==> config.mk <==
export PLATFORM = sky130hd
export DESIGN_NAME = pc_fetch_unit
export DESIGN_NICKNAME = d
export VERILOG_FILES = /design/src/rtl/pc_fetch_unit_pkg.sv /design/src/rtl/pc_fetch_unit_timeout_ctr.sv /design/src/rtl/pc_fetch_unit.sv
export SDC_FILE = /design/constraint.sdc
export NUM_CORES = 1
export LEC_CHECK = 0
export CORE_MARGIN = 3
export CORE_UTILIZATION = 38
export CTS_BUF_LIST = sky130_fd_sc_hd__clkbuf_4 sky130_fd_sc_hd__clkbuf_8
export CTS_CLUSTER_DIAMETER = 150
export DETAILED_ROUTE_END_ITERATION = 10
export PLACE_DENSITY = 0.92
export SLEW_MARGIN = 10
export SYNTH_ARGS = -nofsm -noshare
export SYNTH_HDL_FRONTEND = slang
export SYNTH_SLANG_ARGS = --single-unit
==> constraint.sdc <==
create_clock -name CLK -period 4 [get_ports CLK]
set_input_delay 0.6 -clock CLK [delete_from_list [all_inputs] [get_ports CLK]]
set_output_delay 0.6 -clock CLK [all_outputs]
set_load 0.02 [all_outputs]
==> src/rtl/pc_fetch_unit_pkg.sv <==
// Shared types and constants for the LEGv8 instruction-fetch front end.
// Used by pc_fetch_unit and fetch_timeout_ctr.
package pc_fetch_unit_pkg;

    localparam int PC_W    = 64;
    localparam int INSTR_W = 32;

    typedef enum logic [1:0] {
        IDLE  = 2'd0,
        FETCH = 2'd1,
        ISSUE = 2'd2,
        ERROR = 2'd3
    } fetchState_e;

    localparam logic [1:0] ERR_NONE     = 2'b00;
    localparam logic [1:0] ERR_TIMEOUT  = 2'b01;
    localparam logic [1:0] ERR_MISALIGN = 2'b10;

endpackage

==> src/rtl/pc_fetch_unit_timeout_ctr.sv <==
// Fetch watchdog: counts FETCH cycles without an ack and flags the
// last permitted cycle (count == TIMEOUT_CYCLES-1).
module fetch_timeout_ctr #(
    parameter int TIMEOUT_CYCLES = 255
) (
    input  logic clk,
    input  logic rst,
    input  logic clear,
    input  logic incr,
    output logic termCount
);

    logic [15:0] count;

    always_ff @(posedge clk or posedge rst) begin
        if (rst) begin
            count <= '0;
        end else if (clear) begin
            count <= '0;
        end else if (incr) begin
            count <= count + 16'd1;
        end
    end

    assign termCount = (count == 16'(TIMEOUT_CYCLES - 1));

endmodule

==> src/rtl/pc_fetch_unit.sv <==
// Sequential fetch front end: owns CurrentPC, one outstanding IMem request,
// registered instruction to decode. Optional counters under FETCH_PERF_EN.
module pc_fetch_unit
    import pc_fetch_unit_pkg::*;
#(
    parameter logic [63:0] RESET_PC       = 64'h0,
    parameter int          TIMEOUT_CYCLES = 255
) (
    input  logic               CLK,
    input  logic               Reset,
    input  logic [PC_W-1:0]    NextPC,
    input  logic               Halt,
    output logic [PC_W-1:0]    CurrentPC,
    output logic               IMemReq,
    output logic [PC_W-1:0]    IMemAddr,
    input  logic               IMemAck,
    input  logic [INSTR_W-1:0] IMemData,
    output logic [INSTR_W-1:0] Instruction,
    output logic               InstrValid,
    input  logic               InstrReady,
    output logic               FetchErr,
    output logic [1:0]         ErrCode,
`ifdef FETCH_PERF_EN
    output logic [31:0]        InstrCount,
    output logic [31:0]        StallCount,
`endif
    output logic [1:0]         DbgState
);

    // Handshakes: IMem transfer happens on an edge where IMemReq && IMemAck;
    // decode transfer on an edge where InstrValid && InstrReady. Neither
    // valid nor req drops before its transfer, and payloads hold meanwhile.

    fetchState_e          state, stateNext;
    logic [PC_W-1:0]      pcNext;
    logic [INSTR_W-1:0]   instrNext;
    logic [1:0]           errCodeNext;
    logic                 ctrClear, ctrInc, termCount;
    logic                 handshake;

    assign handshake = (state == ISSUE) && InstrValid && InstrReady;
    assign IMemAddr  = CurrentPC;
    assign DbgState  = state;

    fetch_timeout_ctr #(
        .TIMEOUT_CYCLES(TIMEOUT_CYCLES)
    ) uTimeout (
        .clk      (CLK),
        .rst      (Reset),
        .clear    (ctrClear),
        .incr     (ctrInc),
        .termCount(termCount)
    );

    always_comb begin
        stateNext   = state;
        pcNext      = CurrentPC;
        instrNext   = Instruction;
        errCodeNext = ErrCode;
        ctrClear    = 1'b0;
        ctrInc      = 1'b0;
        case (state)
            IDLE: begin
                if (CurrentPC[1:0] != 2'b00) begin
                    stateNext   = ERROR;
                    errCodeNext = ERR_MISALIGN;
                end else if (!Halt) begin
                    stateNext = FETCH;
                end
            end
            FETCH: begin
                // An ack on the terminal-count cycle still completes the fetch.
                if (IMemAck) begin
                    instrNext = IMemData;
                    ctrClear  = 1'b1;
                    stateNext = ISSUE;
                end else if (termCount) begin
                    stateNext   = ERROR;
                    errCodeNext = ERR_TIMEOUT;
                end else begin
                    ctrInc = 1'b1;
                end
            end
            ISSUE: begin
                if (handshake) begin
                    // Misaligned target leaves PC on the offending branch.
                    if (NextPC[1:0] != 2'b00) begin
                        stateNext   = ERROR;
                        errCodeNext = ERR_MISALIGN;
                    end else begin
                        pcNext    = NextPC;
                        stateNext = Halt ? IDLE : FETCH;
                    end
                end
            end
            ERROR: begin
                stateNext = ERROR;
            end
            default: begin
                stateNext = IDLE;
            end
        endcase
    end

    always_ff @(posedge CLK or posedge Reset) begin
        if (Reset) begin
            state <= IDLE;
        end else begin
            state <= stateNext;
        end
    end

    always_ff @(posedge CLK or posedge Reset) begin
        if (Reset) begin
            CurrentPC   <= RESET_PC;
            Instruction <= '0;
            ErrCode     <= ERR_NONE;
            IMemReq     <= 1'b0;
            InstrValid  <= 1'b0;
            FetchErr    <= 1'b0;
        end else begin
            CurrentPC   <= pcNext;
            Instruction <= instrNext;
            ErrCode     <= errCodeNext;
            IMemReq     <= (stateNext == FETCH);
            InstrValid  <= (stateNext == ISSUE);
            FetchErr    <= (stateNext == ERROR);
        end
    end

`ifdef FETCH_PERF_EN
    always_ff @(posedge CLK or posedge Reset) begin
        if (Reset) begin
            InstrCount <= '0;
            StallCount <= '0;
        end else if (state != ERROR) begin
            if (handshake && (InstrCount != 32'hFFFF_FFFF)) begin
                InstrCount <= InstrCount + 32'd1;
            end
            if ((state == FETCH) && !IMemAck && (StallCount != 32'hFFFF_FFFF)) begin
                StallCount <= StallCount + 32'd1;
            end
        end
    end
`endif

endmodule

==> results of run 1 <==
## sequential cells by signal, summed over array words and instances, names as in the netlist
name	cells
Instruction	32
InstrValid	1
uTimeout.count	16
ErrCode	2
IMemReq	1
CurrentPC	64
FetchErr	1
DbgState	2
## worst paths after layout
| path | to | slack [ns] | depth (start not counted) |
|---|---|---|---|
| max in group asynchronous | CurrentPC[59]$_DFFE_PP0P_ | 2.37 | 3 |
| max | DbgState[0] | 1.63 | 1 |
| min | Instruction[3]$_DFFE_PP0P_ | 0.48 | 2 |
| min in group asynchronous | CurrentPC[20]$_DFFE_PP0P_ | 0.64 | 2 |
| max reg2reg | FetchErr$_DFF_PP0_ | 1.70 | 4 |
| min reg2reg | Instruction[3]$_DFFE_PP0P_ | 0.48 | 2 |
## logic make-up (layout without fill, tap and decap cells)
group | after synthesis | in the layout | share of synthesized area [%]
buffers and inverters | 93 | 313 | 11.97
adder cells (fa/ha/maj) | 2 | 2 | 0.4677
AND/OR/NAND/NOR | 159 | 159 | 14.08
flip-flops | 119 | 119 | 55.66
multiplexers | 62 | 62 | 13.05
AO/OA/AOI/OAI | 38 | 38 | 4.771
## per-layer routing
| metal | vias to the layer above | global-route usage (%) | part of all wire (%) |
|---|---|---|---|
| met4 | 0 | 6.061 | 1.3 |
| met3 | 13 | 6.690 | 8.7 |
| met5 | - | 0 | 0 |
| met1 | 2010 | 20.87 | 39 |
| li1 | 1944 | - | - |
| met2 | 208 | 32.51 | 51 |
## final cells by class
class / instances / area share (%)
inverters: 8 / 0.4009
clock inverters: 10 / 1.788
repair buffers: 274 / 33.58
well taps: 176 / 2.714
multi-input cells: 261 / 21.34
flip-flops and latches: 119 / 36.69
clock buffers: 21 / 3.484
## power groups by stage
stage	Clock, uW	Sequential, uW	Combinational (uW)
finish	1160	2050	2820
global route	1260	2120	2970
CTS	1200	2050	2850
detailed placement	0	2060	2850
global placement	0	2040	2790
floorplan	0	2480	1170
## per-stage QoR
stage	hold WS [ns]	cell area [um^2]	instances	total power [uW]	setup WS (ns)
finish	0.4753	8115	869	6028	1.630
global placement	0.4560	7687	838	4835	1.711
global route	0.5073	8115	869	6350	1.565
CTS	0.4807	8115	869	6102	1.591
detailed placement	0.4617	7687	838	4911	1.640
floorplan	0.4703	5350	473	3647	0.2425
## Yosys cell counts (2+ instances only)
cell and n:
ha_1 2, buf_6 4, nand3_1 5, nor3_1 2, o31ai_1 9, inv_1 8, o21a_1 2, and2_1 3
o311ai_0 3, or3_1 2, a21oi_1 11, buf_2 6, nor2_1 9, nand2_1 109, nand4_1 5, or4_1 8
a31o_1 2, buf_4 65, clkbuf_1 9, or4_4 2, a31oi_1 3, nor2b_1 2, o21ai_0 4, dfrtp_1 119
mux2_2 62
## worst reg2reg max path, delay by kind of cell (launching register included)
kind            cells  cell delay [ns]
compound gates      1             0.33
flops               1             0.45
simple gates        3             1.45
==> flow_summary.yaml, run 1 <==
worst_setup_path:
  crit_family: "buffers and inverters"
  cp-startpoint: "DbgState[0]$_DFF_PP0_"
  path_cells: "clkdlybuf4s50_1"
  max_stage_delay_ns: 0.72
  crit_fanout: 11
  cpMaxStageDelayCell: "clkdlybuf4s50_1"
  critPathBufInv: 1
  crit_type: "reg2out"
  arrival_ns: 1.77
  required_ns: 3.40
  reg2reg_from: "uTimeout.count[10]$_DFFE_PP0P_"
  crit_path_end_kind: "output port"
  start_kind: "register"
floorplan:
  die_area_um2: 15540
  dieHeight_um: 124.7
  fp-row-count: 42
  initial_core_util_pct: 39.61
  die_w_um: 124.7
  pin_count: 268
  core_area_um2: 13510
power:
  comb_power_share_pct: 46.7
  p_per_area_nw_per_um2: 742.8
  p_leak_uw: 0.003603
  internal_power_uw: 3795
  power_frac_seq_pct: 34.0
  clkPwrFrac_pct: 19.2
  sw_frac_of_total_pct: 37.05
  p_sw_uw: 2234
  vdd_ir_drop_max_uv: 400.6
detailed_routing:
  wl_um: 14000
  num_vias: 4175
  drtIter0Drc: 230
  vias_per_cell: 4.804
  drc: 0
  postRouteAntennaNets: 0
  wl_per_cell_um: 16.11
  drt_pass1_iterations: 4
layout:
  final_cell_mix: "clkdlybuf4s50_1 (267), dfrtp_1 (119), nand2_1 (109), mux2_2 (62), clkbuf_8 (20)"
  finish.net_count: 784
  multiInputGateArea_um2: 1732
  area_growth_pct: 51.68
  antenna_cells: 0
  layout_commonest_cell: "clkdlybuf4s50_1"
  drive_gt1_share_pct: 15.73
  fillCellCount: 1084
  final_util_pct: 60.09
  seqCellArea_um2: 2978
clocking:
  post_cts_buffers: 0
  cts_hold_buf: 0
  path_clk_slew_ns: 0.08
  ctsResizeCount: 0
  clockBufferDepth: 2
  clock_sinks: 119
  root_buffer: "clkbuf_8"
  htreeDepth: 4
  cts_buffers: 17
  clock_latency_ns: 0.43
  cts_tree: "yes"
grt:
  antenna_found_initial: 0
  grt_start_max_net_pins: 56
  grt_overflow_total: 0
  grt_pass1_vias: 4395
  grt_pass1_wl_um: 22780
  grt_use_total_pct: 18.51
yosys:
  ys.flop_type: "dfrtp_1"
  ys_ff_latch: 119
  post_synth_num_cell_types: 42
  netlist.area_leader.share_pct: 55.66
  synth_edf_count: 0
  async_flop_share_pct: 100.0
  ys.warnings.count: 0
  syn_inst: 473
  syn_area_um2: 5350
  synthTopCellsByArea: "dfrtp_1 (56%), mux2_2 (13%), buf_4 (9.1%), nand2_1 (7.6%), o31ai_1 (1.3%)"
  seq_area_frac_synth_pct: 55.66
  synth_nets: 576
  synth_top_area_cell: "dfrtp_1"
  syn_avg_cell_area_um2: 11.31
sta:
  skew_ns: 0.01495
  slew_headroom_pct: 48.96
  min_period_over_period_pct: 59.25
  timing.fmax_mhz: 421.9
  rsz0062_at_grt: "false"
  finalHoldViolCount: 0
  slew_violations: 0
  worstMarginPinSlew_ns: 0.7600
  min_period_ns: 2.370
  fin_tns_setup_ns: 0
  setup-violations-final: 0
worst_hold_path:
  hold_class: "reg2reg"
  worstHoldStart: "Instruction[3]$_DFFE_PP0P_"
job:
  drv_cap: 0
placed_design:
  place.gp.congestion: 0.8432
  portBuffers: 267
  dp_hpwl_um: 10640
run_status:
  status: "complete, no violations"
No activity file was read; power rests on OpenSTA's default activity.
==> inputs of run 2 (changes only) <==
==> constraint.sdc (replaced) <==
create_clock -name CLK -period 2.1 [get_ports CLK]
set_input_delay 0.315 -clock CLK [delete_from_list [all_inputs] [get_ports CLK]]
set_output_delay 0.315 -clock CLK [all_outputs]
set_load 0.02 [all_outputs]
==> flow_summary.yaml, run 2 (same netlist as run 1, synthesis figures left out) <==
sta:
  fin_tns_setup_ns: 0
  slew_headroom_pct: 67.38
  worstMarginPinSlew_ns: 0.4894
  min_period_over_period_pct: 95.45
  slew_violations: 0
  setup-violations-final: 0
  rsz0062_at_grt: "false"
  min_period_ns: 2.004
  timing.fmax_mhz: 498.9
  finalHoldViolCount: 0
  skew_ns: 0.01128
  layout_setup_ws_ns: 0.09563
power:
  vdd_ir_drop_max_uv: 780.8
  p_leak_uw: 0.003676
  p_per_area_nw_per_um2: 1389
  p_total_uw: 11450
placed_design:
  dp_slack_ns: 0.1728
  dpl_cell_area_um2: 7841
  placed_cells: 850
  place.gp.congestion: 0.8743
  dp_hpwl_um: 11010
  portBuffers: 267
run_status:
  status: "complete, no violations"
grt:
  grt_pass1_wl_um: 22920
  grt_start_max_net_pins: 84
  grt_pass1_vias: 4380
  grt_use_total_pct: 18.52
  antenna_found_initial: 0
  grt_overflow_total: 0
layout:
  fillCellCount: 1049
  reg_top3: "CurrentPC x64, Instruction x32, uTimeout.count x16"
  finish.net_count: 796
  instances_no_fill: 879
  regMostFlops: "CurrentPC"
  final_cell_mix: "clkdlybuf4s50_1 (267), dfrtp_1 (119), nand2_1 (109), mux2_2 (62), clkbuf_8 (20)"
  largest_reg_flops: 64
  stdcell_area_um2: 8243
  drive_gt1_share_pct: 16.93
  layout_commonest_cell: "clkdlybuf4s50_1"
  antenna_cells: 0
  area_growth_pct: 54.07
clocking:
  cts_tree: "yes"
  htreeDepth: 4
  clock_sinks: 119
  clock_latency_ns: 0.42
  cts_hold_buf: 0
  cts_buffers: 17
  path_clk_slew_ns: 0.07
  ctsResizeCount: 0
  clockBufferDepth: 2
  root_buffer: "clkbuf_8"
  post_cts_buffers: 0
worst_setup_path:
  path_cells: "clkdlybuf4s50_1"
  crit_path_end_kind: "output port"
  arrival_ns: 1.69
  max_stage_delay_ns: 0.74
  crit_family: "buffers and inverters"
  cpMaxStageDelayCell: "clkdlybuf4s50_1"
  start_kind: "register"
  required_ns: 1.78
  crit_fanout: 11
  crit_type: "reg2out"
  critPathBufInv: 1
floorplan:
  fp-row-count: 42
  initial_core_util_pct: 39.61
  die_area_um2: 15540
  pin_count: 268
  core_area_um2: 13510
  die_w_um: 124.7
  dieHeight_um: 124.7
detailed_routing:
  postRouteAntennaNets: 0
  wl_per_cell_um: 16.24
  num_vias: 4237
  drtIter0Drc: 200
  drc: 0
  drt_pass1_iterations: 4
  vias_per_cell: 4.820
  wl_um: 14270
worst_hold_path:
  hold_class: "in2async"
job:
  drv_cap: 0
==> run 2: changes by cell type in the layout (fill, tap and decap cells not counted), sizes merged <==
cell    change
buf        +12
clkbuf      -1
clkinv      +1
inv         -2
==> run 2: metrics by stage <==
stage | hold WS (ns) | utilization [%]
2_1_floorplan | 0.4204 | -
3_3_place_gp | 0.4565 | 58.06
3_5_place_dp | 0.4617 | 58.06
4_1_cts | 0.3835 | 61.03
5_1_grt | 0.3836 | 61.03
6_report | 0.3525 | 61.03
==> run 2: metal layers <==
metal	vias to the layer above	part of all wire, %	global-route usage, %
met2	214	51	33.17
met3	25	9.0	6.346
li1	1968	-	-
met5	-	0	0
met4	0	2.7	7.930
met1	2030	37	19.73
==> run 2: layout make-up <==
type                            count  area [um^2]  area share, %
Sequential cell                   119         2978          36.13
Timing Repair Buffer              286         2878          34.91
Multi-Input combinational cell    261         1732          21.01
Clock buffer                       20        275.3          3.339
Tap cell                          176        220.2          2.672
Clock inverter                      9        126.4          1.533
Inverter                            8        33.78         0.4098
==> run 2: where the power goes <==
| part | internal [uW] | switching (uW) | leakage, uW | total, uW |
|---|---|---|---|---|
| clock network | 1240 | 880 | 0.000206 | 2120 |
| logic | 2820 | 2620 | 0.00194 | 5440 |
| registers | 3170 | 716 | 0.00153 | 3880 |
==> run 2: path summary, 6_finish.rpt <==
path	startpoint	endpoint	slack [ns]	cells past startpoint
max reg2reg	uTimeout.count[11]$_DFFE_PP0P_	uTimeout.count[4]$_DFFE_PP0P_	0.16	5
max	DbgState[1]$_DFF_PP0_	DbgState[1]	0.1	1
max in group asynchronous	Reset	CurrentPC[51]$_DFFE_PP0P_	1.33	3
min	Reset	Instruction[0]$_DFFE_PP0P_	0.35	3
min reg2reg	Instruction[0]$_DFFE_PP0P_	Instruction[0]$_DFFE_PP0P_	0.47	2
min in group CLK	IMemData[31]	Instruction[31]$_DFFE_PP0P_	0.42	3
==> inputs of run 3 (changes only) <==
--- a/config.mk
+++ b/config.mk
@@ -5,6 +5,7 @@
 export SDC_FILE = /design/constraint.sdc
 export NUM_CORES = 1
 export LEC_CHECK = 0
+export CAP_MARGIN = 20
 export CORE_MARGIN = 3
 export CORE_UTILIZATION = 38
 export CTS_BUF_LIST = sky130_fd_sc_hd__clkbuf_4 sky130_fd_sc_hd__clkbuf_8
==> results of run 3 <==
Final layout, timing and power as in run 2 (identical DEF).
